File: src/rtl/collision_detector_pkg.sv
// Shared constants and types for the smiley collision-event producer.
package collision_detector_pkg;

    localparam int unsigned LIFE_INIT      = 3;
    localparam int unsigned N_OBSTACLES    = 8;
    localparam int unsigned HOLDOFF_FRAMES = 4;
    localparam int unsigned IDX_W          = 4;
    localparam int unsigned HOLDOFF_W      = 4;

    typedef enum logic {
        ARMED   = 1'b0,
        HOLDOFF = 1'b1
    } bottom_state_e;

endpackage

File: src/rtl/collision_detector_obstacle_priority_encoder.sv
// Lowest-set-bit finder over obstacle lines: 4-bit index plus any-set flag.
module obstacle_priority_encoder #(
    parameter int unsigned N_OBSTACLES = 8
) (
    input  logic [N_OBSTACLES-1:0] req,
    output logic [3:0]             index,
    output logic                   any
);
    import collision_detector_pkg::*;

    // Scan high to low so the lowest set bit is the last one written.
    always_comb begin
        index = '0;
        any   = |req;
        for (int i = int'(N_OBSTACLES) - 1; i >= 0; i--) begin
            if (req[i]) index = IDX_W'(i);
        end
    end

endmodule

File: src/rtl/collision_detector.sv
// Accumulates smiley/bottom and smiley/obstacle overlaps per frame and emits
// one-cycle collision pulses one clock after each startOfFrame.
module collision_detector #(
    parameter int unsigned N_OBSTACLES    = collision_detector_pkg::N_OBSTACLES,
    parameter int unsigned HOLDOFF_FRAMES = collision_detector_pkg::HOLDOFF_FRAMES
) (
    input  logic                   clk,
    input  logic                   reset,
    input  logic                   startOfFrame,
    input  logic                   pause,
    input  logic                   smileyDR,
    input  logic                   borderBottomDR,
    input  logic [N_OBSTACLES-1:0] obstacleDR,
    output logic                   collisionSmileyBorderBottom,
    output logic                   collisionSmileyObstacle,
    output logic                   collisionSmileyObstacleReal,
    output logic [3:0]             obstacleIndex
);
    import collision_detector_pkg::*;

    bottom_state_e          state_q, state_d;
    logic [HOLDOFF_W-1:0]   holdoff_q, holdoff_d;
    logic                   acc_bottom_q, acc_bottom_d;
    logic [N_OBSTACLES-1:0] acc_obs_q, acc_obs_d;
    logic [N_OBSTACLES-1:0] prev_hit_q, prev_hit_d;
    logic                   pulse_bottom_d, pulse_obs_d, pulse_real_d;
    logic [IDX_W-1:0]       index_d;

    logic                   bottom_term;
    logic [N_OBSTACLES-1:0] obs_term;
    logic [N_OBSTACLES-1:0] new_hit;
    logic [IDX_W-1:0]       new_idx;
    logic                   new_any;

    assign bottom_term = smileyDR & borderBottomDR;
    assign obs_term    = {N_OBSTACLES{smileyDR}} & obstacleDR;
    assign new_hit     = acc_obs_q & ~prev_hit_q;

    obstacle_priority_encoder #(
        .N_OBSTACLES (N_OBSTACLES)
    ) u_new_hit_enc (
        .req   (new_hit),
        .index (new_idx),
        .any   (new_any)
    );

    // Next-state: accumulate, evaluate at frame boundary, bottom holdoff FSM.
    always_comb begin
        state_d        = state_q;
        holdoff_d      = holdoff_q;
        acc_bottom_d   = acc_bottom_q | bottom_term;
        acc_obs_d      = acc_obs_q | obs_term;
        prev_hit_d     = prev_hit_q;
        pulse_bottom_d = 1'b0;
        pulse_obs_d    = 1'b0;
        pulse_real_d   = 1'b0;
        index_d        = obstacleIndex;

        if (pause) begin
            // Keep history empty so resuming reports only fresh contact.
            acc_bottom_d = 1'b0;
            acc_obs_d    = '0;
            prev_hit_d   = '0;
        end else if (startOfFrame) begin
            acc_bottom_d = bottom_term;
            acc_obs_d    = obs_term;
            prev_hit_d   = acc_obs_q;
            pulse_obs_d  = |acc_obs_q;
            pulse_real_d = new_any;
            if (new_any) index_d = new_idx;

            case (state_q)
                ARMED: begin
                    if (acc_bottom_q) begin
                        pulse_bottom_d = 1'b1;
                        holdoff_d      = HOLDOFF_W'(HOLDOFF_FRAMES);
                        state_d        = HOLDOFF;
                    end
                end
                HOLDOFF: begin
                    if (holdoff_q > HOLDOFF_W'(1)) begin
                        holdoff_d = holdoff_q - HOLDOFF_W'(1);
                    end else begin
                        holdoff_d = '0;
                        state_d   = ARMED;
                    end
                end
                default: state_d = ARMED;
            endcase
        end
    end

    always_ff @(posedge clk) begin
        if (reset) begin
            state_q                     <= ARMED;
            holdoff_q                   <= '0;
            acc_bottom_q                <= 1'b0;
            acc_obs_q                   <= '0;
            prev_hit_q                  <= '0;
            collisionSmileyBorderBottom <= 1'b0;
            collisionSmileyObstacle     <= 1'b0;
            collisionSmileyObstacleReal <= 1'b0;
            obstacleIndex               <= '0;
        end else begin
            state_q                     <= state_d;
            holdoff_q                   <= holdoff_d;
            acc_bottom_q                <= acc_bottom_d;
            acc_obs_q                   <= acc_obs_d;
            prev_hit_q                  <= prev_hit_d;
            collisionSmileyBorderBottom <= pulse_bottom_d;
            collisionSmileyObstacle     <= pulse_obs_d;
            collisionSmileyObstacleReal <= pulse_real_d;
            obstacleIndex               <= index_d;
        end
    end

endmodule

File: config.mk
export PLATFORM = sky130hd
export DESIGN_NAME = collision_detector
export DESIGN_NICKNAME = d
export VERILOG_FILES = /design/src/rtl/collision_detector_pkg.sv /design/src/rtl/collision_detector_obstacle_priority_encoder.sv /design/src/rtl/collision_detector.sv
export SDC_FILE = /design/constraint.sdc
export NUM_CORES = 1
export LEC_CHECK = 0
export ABC_AREA = 1
export CORE_UTILIZATION = 40
export DETAILED_ROUTE_END_ITERATION = 8
export PLACE_DENSITY = 0.68
export REMOVE_ABC_BUFFERS = 1
export SLEW_MARGIN = 25
export SYNTH_ARGS = -nofsm -noshare
export SYNTH_HDL_FRONTEND = slang
export SYNTH_HIERARCHICAL = 1
export SYNTH_SLANG_ARGS = --single-unit
File: constraint.sdc
create_clock -name clk -period 1.6 [get_ports clk]
set_input_delay 0.24 -clock clk [delete_from_list [all_inputs] [get_ports clk]]
set_output_delay 0.24 -clock clk [all_outputs]
set_load 0.02 [all_outputs]
Word level (Yosys, flattened, before mapping) --
Cells that the tools add are included.
Storage, ports and cells: bits in read-only memories 0, memories kept 0, logic and storage cells 45, register bits 29, bits in writable memories 0, output and inout port bits 7, latch bits 0
Cells by class: shift operators 0, $add $sub $neg 1, reductions and logical operators 8, eq/ne operators 1, divide/modulo/power cells 0, magnitude comparators 1, multipliers 0, muxes and demuxes 16, bitwise operators 9
Operators with widths (count):
- 3-bit two-way mux | 8
- 8-bit bitwise AND | 2
- 8-bit OR reduction | 2
- 4-bit two-way mux | 2
- 8-bit two-way mux | 1
- 8-bit NOT | 1
- 8-bit OR | 1
- 4-bit case mux with 2 select lines | 1
- 3-bit AND reduction | 2
- 4-bit by 1-bit > comparator with 1-bit output, second input constant | 1
- 4-bit OR reduction | 1
- 4-bit by 1-bit subtractor with 4-bit output, second input constant | 1
- 1-bit two-way mux | 3
- 1-bit NOT | 3
- 3-bit OR reduction | 1
- 2-bit != test, second input constant | 1
- 1-bit case mux with 2 select lines | 1
- 2-bit AND reduction | 1
- 2-bit OR reduction | 1
- 1-bit bitwise AND | 1
- 1-bit OR | 1

Depth between registers and ports, before layout --
depth after elaboration 10, gate-level depth with buffers 11, depth with buffers taken out 11

Modules after synthesis --
Netlist, hierarchy kept.
By module, submodules not included:
- collision_detector | times used 1, cells each 158, sequential area each 580.6 µm², area an instance 1231.2 µm²
- obstacle_priority_encoder | times used 1, cells each 24, sequential area each 0.0 µm², area an instance 110.1 µm²

Worst setup path before layout --
Ideal clock, no wire load.
path type reg-to-reg, from reg acc_obs_q[6], to reg obstacleIndex[0], data required time 1.530 ns, library setup time 0.070 ns, clock period less this slack 1.255 ns, data arrival time 1.185 ns, cell stages (with the launch flop) 9, path buffers 0, path slack 0.345 ns, path through dfxtp_1 > inv_1 > nor2_1 > or2_1 > nor3_2 > nand2_1 > nand2_1 > nand2_1 > a21oi_1
Between the ends: elaborated cells between the ends (all ways) 10
RTL lines:
- from (decl) | RTL line collision_detector.sv:24 | logic [N_OBSTACLES-1:0] acc_obs_q, acc_obs_d;
- from (signal assigned) | RTL line collision_detector.sv:108 | acc_obs_q <= acc_obs_d;
- 8-bit bitwise AND | RTL line collision_detector.sv:37 | assign new_hit = acc_obs_q & ~prev_hit_q;
- via new_hit[6] | RTL line collision_detector.sv:31 | logic [N_OBSTACLES-1:0] new_hit;
- 8-bit OR reduction | RTL line collision_detector_obstacle_priority_encoder.sv:14 | any = |req;
- via new_any | RTL line collision_detector.sv:33 | logic new_any;
- 3-bit AND reduction (no line)
- to (signal assigned) | RTL line collision_detector.sv:113 | obstacleIndex <= index_d;
- to (decl) | RTL line collision_detector.sv:17 | output logic [3:0] obstacleIndex
The timed path passes the listed nets, and every way through them passes these cells. A chain may end at the register's enable or synchronous reset.

Final worst setup path --
from reg obstacleIndex[0], to out obstacleIndex[0]
No word-level cell between the ends.

==> results.md <==
* Overall Global Routing Usage at 17.82%
* CORE AREA at 3128 µm²
* Crit. Startpoint: obstacleIndex[0]$_SDFFE_PP0P_
* Vias at 1163
* DRT met1 WL at 1202 µm
* Depth of the most critical reg-to-reg path at 8
* Worst R2R Setup Slack at 170 ps
* FILL cells at 324
* Gr ovfl total at 0
* HP Class: input port to flip-flop
* Number of unique standard cell types used by synthesis at 30
* R2R Path End: obstacleIndex[2]$_SDFFE_PP0P_
* Wire per inst at 10.72 µm
* RD Place Congestion at between 0.7 and 0.8
* Highest metal used: met4
* WP data required at around 1400 ps
* Slew Viols, Final at 0
* Antenna cell count at 0
* Leak at 0.0006839 µW
* RSZ-0062 raised after global routing: false
* Initial Utilization at 42.88%
* FP Rows at 20
* Clock Power Share at 35.6%
* Crit start category: flip-flop
* DP HPWL at about 2100 µm
* Seq cells post-synth at 29
* Routed length on met2 at 1296 µm
* Clk slew on worst S/H paths at ~90 ps
* Final hold violations at 0
* Seq pwr share at between 50 and 60%
* Die Y at 59.91 µm
* Internal power at 1069 µW
* Fraction of layout cells with a size suffix above 1 at 10.73%
* Sw Pwr at ~360 µW
* Number of post-CTS setup repair buffers at 0
* CTS H-tree lvls at 2
* Die Wd at 59.91 µm
* Post-synthesis sequential area ratio at 43.28%
* Skew final at 6.618 ps
* Vias per inst at around 4.7
* WP data arrival at between 1000 and 1500 ps
* Placed Area at 1558 µm²
* Area Overhead vs Synth at 21.74%
* Hold-fix buffers at CTS at 0
* Cells after Synth at 182
* Asr flop ratio synth at 0%
* FMAX at between 0.6 and 0.7 GHz
* Worst Setup End Kind: output port
* Cell Area, Synth at 1341 µm²
* Pwr Density at just under 900 nW/µm²
* Kind of critical path: flip-flop to output port
* Total routed wirelength at 2669 µm
* Root Buffer: clkbuf_4
* Drt pass-1 iters at 4
* Clk sink count at 29
* Largest net degree at the start of global routing at 19
* CP peak stage delay at 600 ps
* Sw frac at 25.12%
* Initial drt markers at 45
* IO Port Bufs at 20
* Mean Syn Cell Area at about 7.4 µm²
* Critical path buffers and inverters at 1
* Initial antenna violation count at 0
* Die area at 3589 µm²
* Final setup vio count at 0
* Clk buf depth at 2
* Power share of the combinational group at 11.7%
* Critical path capture point: obstacleIndex[0]
* Nets at 220
* Critical-path maximum fanout at 2
* Status: finished clean
* Setup TNS at 0 ps
* Finished Cell Area at 1633 µm²
* Routed wl met3 at ~110 µm
* Hold path start: obstacleDR[6]
* Inserted Clock Buffers at 5
* Most frequent cells in the layout: nand2_1 (40), dfxtp_1 (29), nor2_1 (26)
* Critical path depth at 1
* Final core occ at 52.20%
* CTS tree: built
* Vias in the first global route at 1119
* Max-cap viol count at 0
* Min Tclk post-route at 1514 ps
* First-pass GRT wire length at 4554 µm
* Peak VDD IR at 0.4174 mV
* Cell family with most CP delay: buffers and inverters
* Final Cycle Share at 94.59%
* # IOs at 21
* Worst setup margin at 86.49 ps
* Top FF cell, synth: dfxtp_1
* Yosys warnings at 6
* Slowest cell on the critical path: clkdlybuf4s50_1
* Commonest non-fill, non-tap cell in the layout: nand2_1
* Worst-Skew Late Latency at 330 ps
* RR Startpoint: acc_obs_q[6]$_SDFF_PP0_
* Remaining antenna violation count at 0
* Pre-CTS WS at 89.50 ps
* Drt drc at 0
* CP Cell Sequence: clkdlybuf4s50_1
* EDFF count, synth at 0
worst min-delay path: cells and delay by family:
family / cells / cell delay (ps)
buffers and inverters: 1 / 390
AND/OR/NAND/NOR: 1 / 60
AO/OA/AOI/OAI: 1 / 60
synthesized netlist by cell type, types with 3 or more instances:
cell type  count  share of area (%)
a211oi_1       8                4.5
a21oi_1       15                5.6
buf_4          3                1.7
dfxtp_1       29                 43
inv_1         22                6.2
nand2_1       41                 11
nand3_1        9                3.4
nand4_1        3                1.4
nor2_1        26                7.3
metal layers:
metal,GRT usage [%],up-vias
met5,0,-
met4,9.302,0
met2,29.05,16
li1,-,625
met3,6.926,6
met1,20.00,516
layout make-up:
type / count / area, µm² / share of cell area [%]
Clock buffer: 7 / 65.06 / 3.985
Clock inverter: 1 / 5.005 / 0.3065
Inverter: 25 / 96.34 / 5.900
Multi-Input combinational cell: 121 / 613.1 / 37.55
Sequential cell: 29 / 580.6 / 35.56
Tap cell: 44 / 55.05 / 3.372
Timing Repair Buffer: 22 / 217.7 / 13.33
through the flow:
stage | hold slack, ps | power, µW | cells
after floorplan | 302.4 | 857.7 | 175
after global placement | 451.7 | 931.2 | 241
after detailed placement | 456.5 | 936.4 | 241
after CTS | 463.9 | 1436 | 249
after global routing | 474.7 | 1497 | 249
final | 468.8 | 1428 | 249
state kept, by name, summed over array words and instances, names as in the netlist:
| signal | count |
|---|---|
| collisionSmileyBorderBottom | 1 |
| prev_hit_q | 8 |
| holdoff_q | 4 |
| obstacleIndex | 4 |
| collisionSmileyObstacle | 1 |
| state_q | 1 |
| acc_bottom_q | 1 |
| acc_obs_q | 8 |
| collisionSmileyObstacleReal | 1 |
cell families after synthesis:
| kind of cell | synth area share, % |
|---|---|
| other | 0.2796 |
| adder cells (fa/ha/maj) | 1.865 |
| AND/OR/NAND/NOR | 30.32 |
| buffers and inverters | 11.19 |
| AO/OA/AOI/OAI | 13.06 |
| flip-flops | 43.28 |
timing repair:
action                                  4_1_cts  5_1_grt
resized for setup                             0        2
endpoints found under the setup margin        0        2
endpoints found under the hold margin         0        0
power groups by stage:
stage,combinational (µW),sequential (µW),clock [µW]
finish,167,752,508
detailed placement,167,769,0
global placement,163,768,0
CTS,168,753,516
floorplan,85.4,772,0
global route,188,755,554
worst min path at each step:
stage,endpoint,slack (ps),depth (start not counted)
2_1_floorplan,holdoff_q[2]$_SDFFE_PP0P_,300,1
3_3_place_gp,obstacleIndex[3]$_SDFFE_PP0P_,450,2
3_5_place_dp,acc_obs_q[5]$_SDFF_PP0_,460,2
4_1_cts,acc_obs_q[6]$_SDFF_PP0_,460,3
5_1_grt,acc_bottom_q$_SDFF_PP0_,470,3
6_report,acc_obs_q[6]$_SDFF_PP0_,470,3
Power figures use the tool's default switching activity.
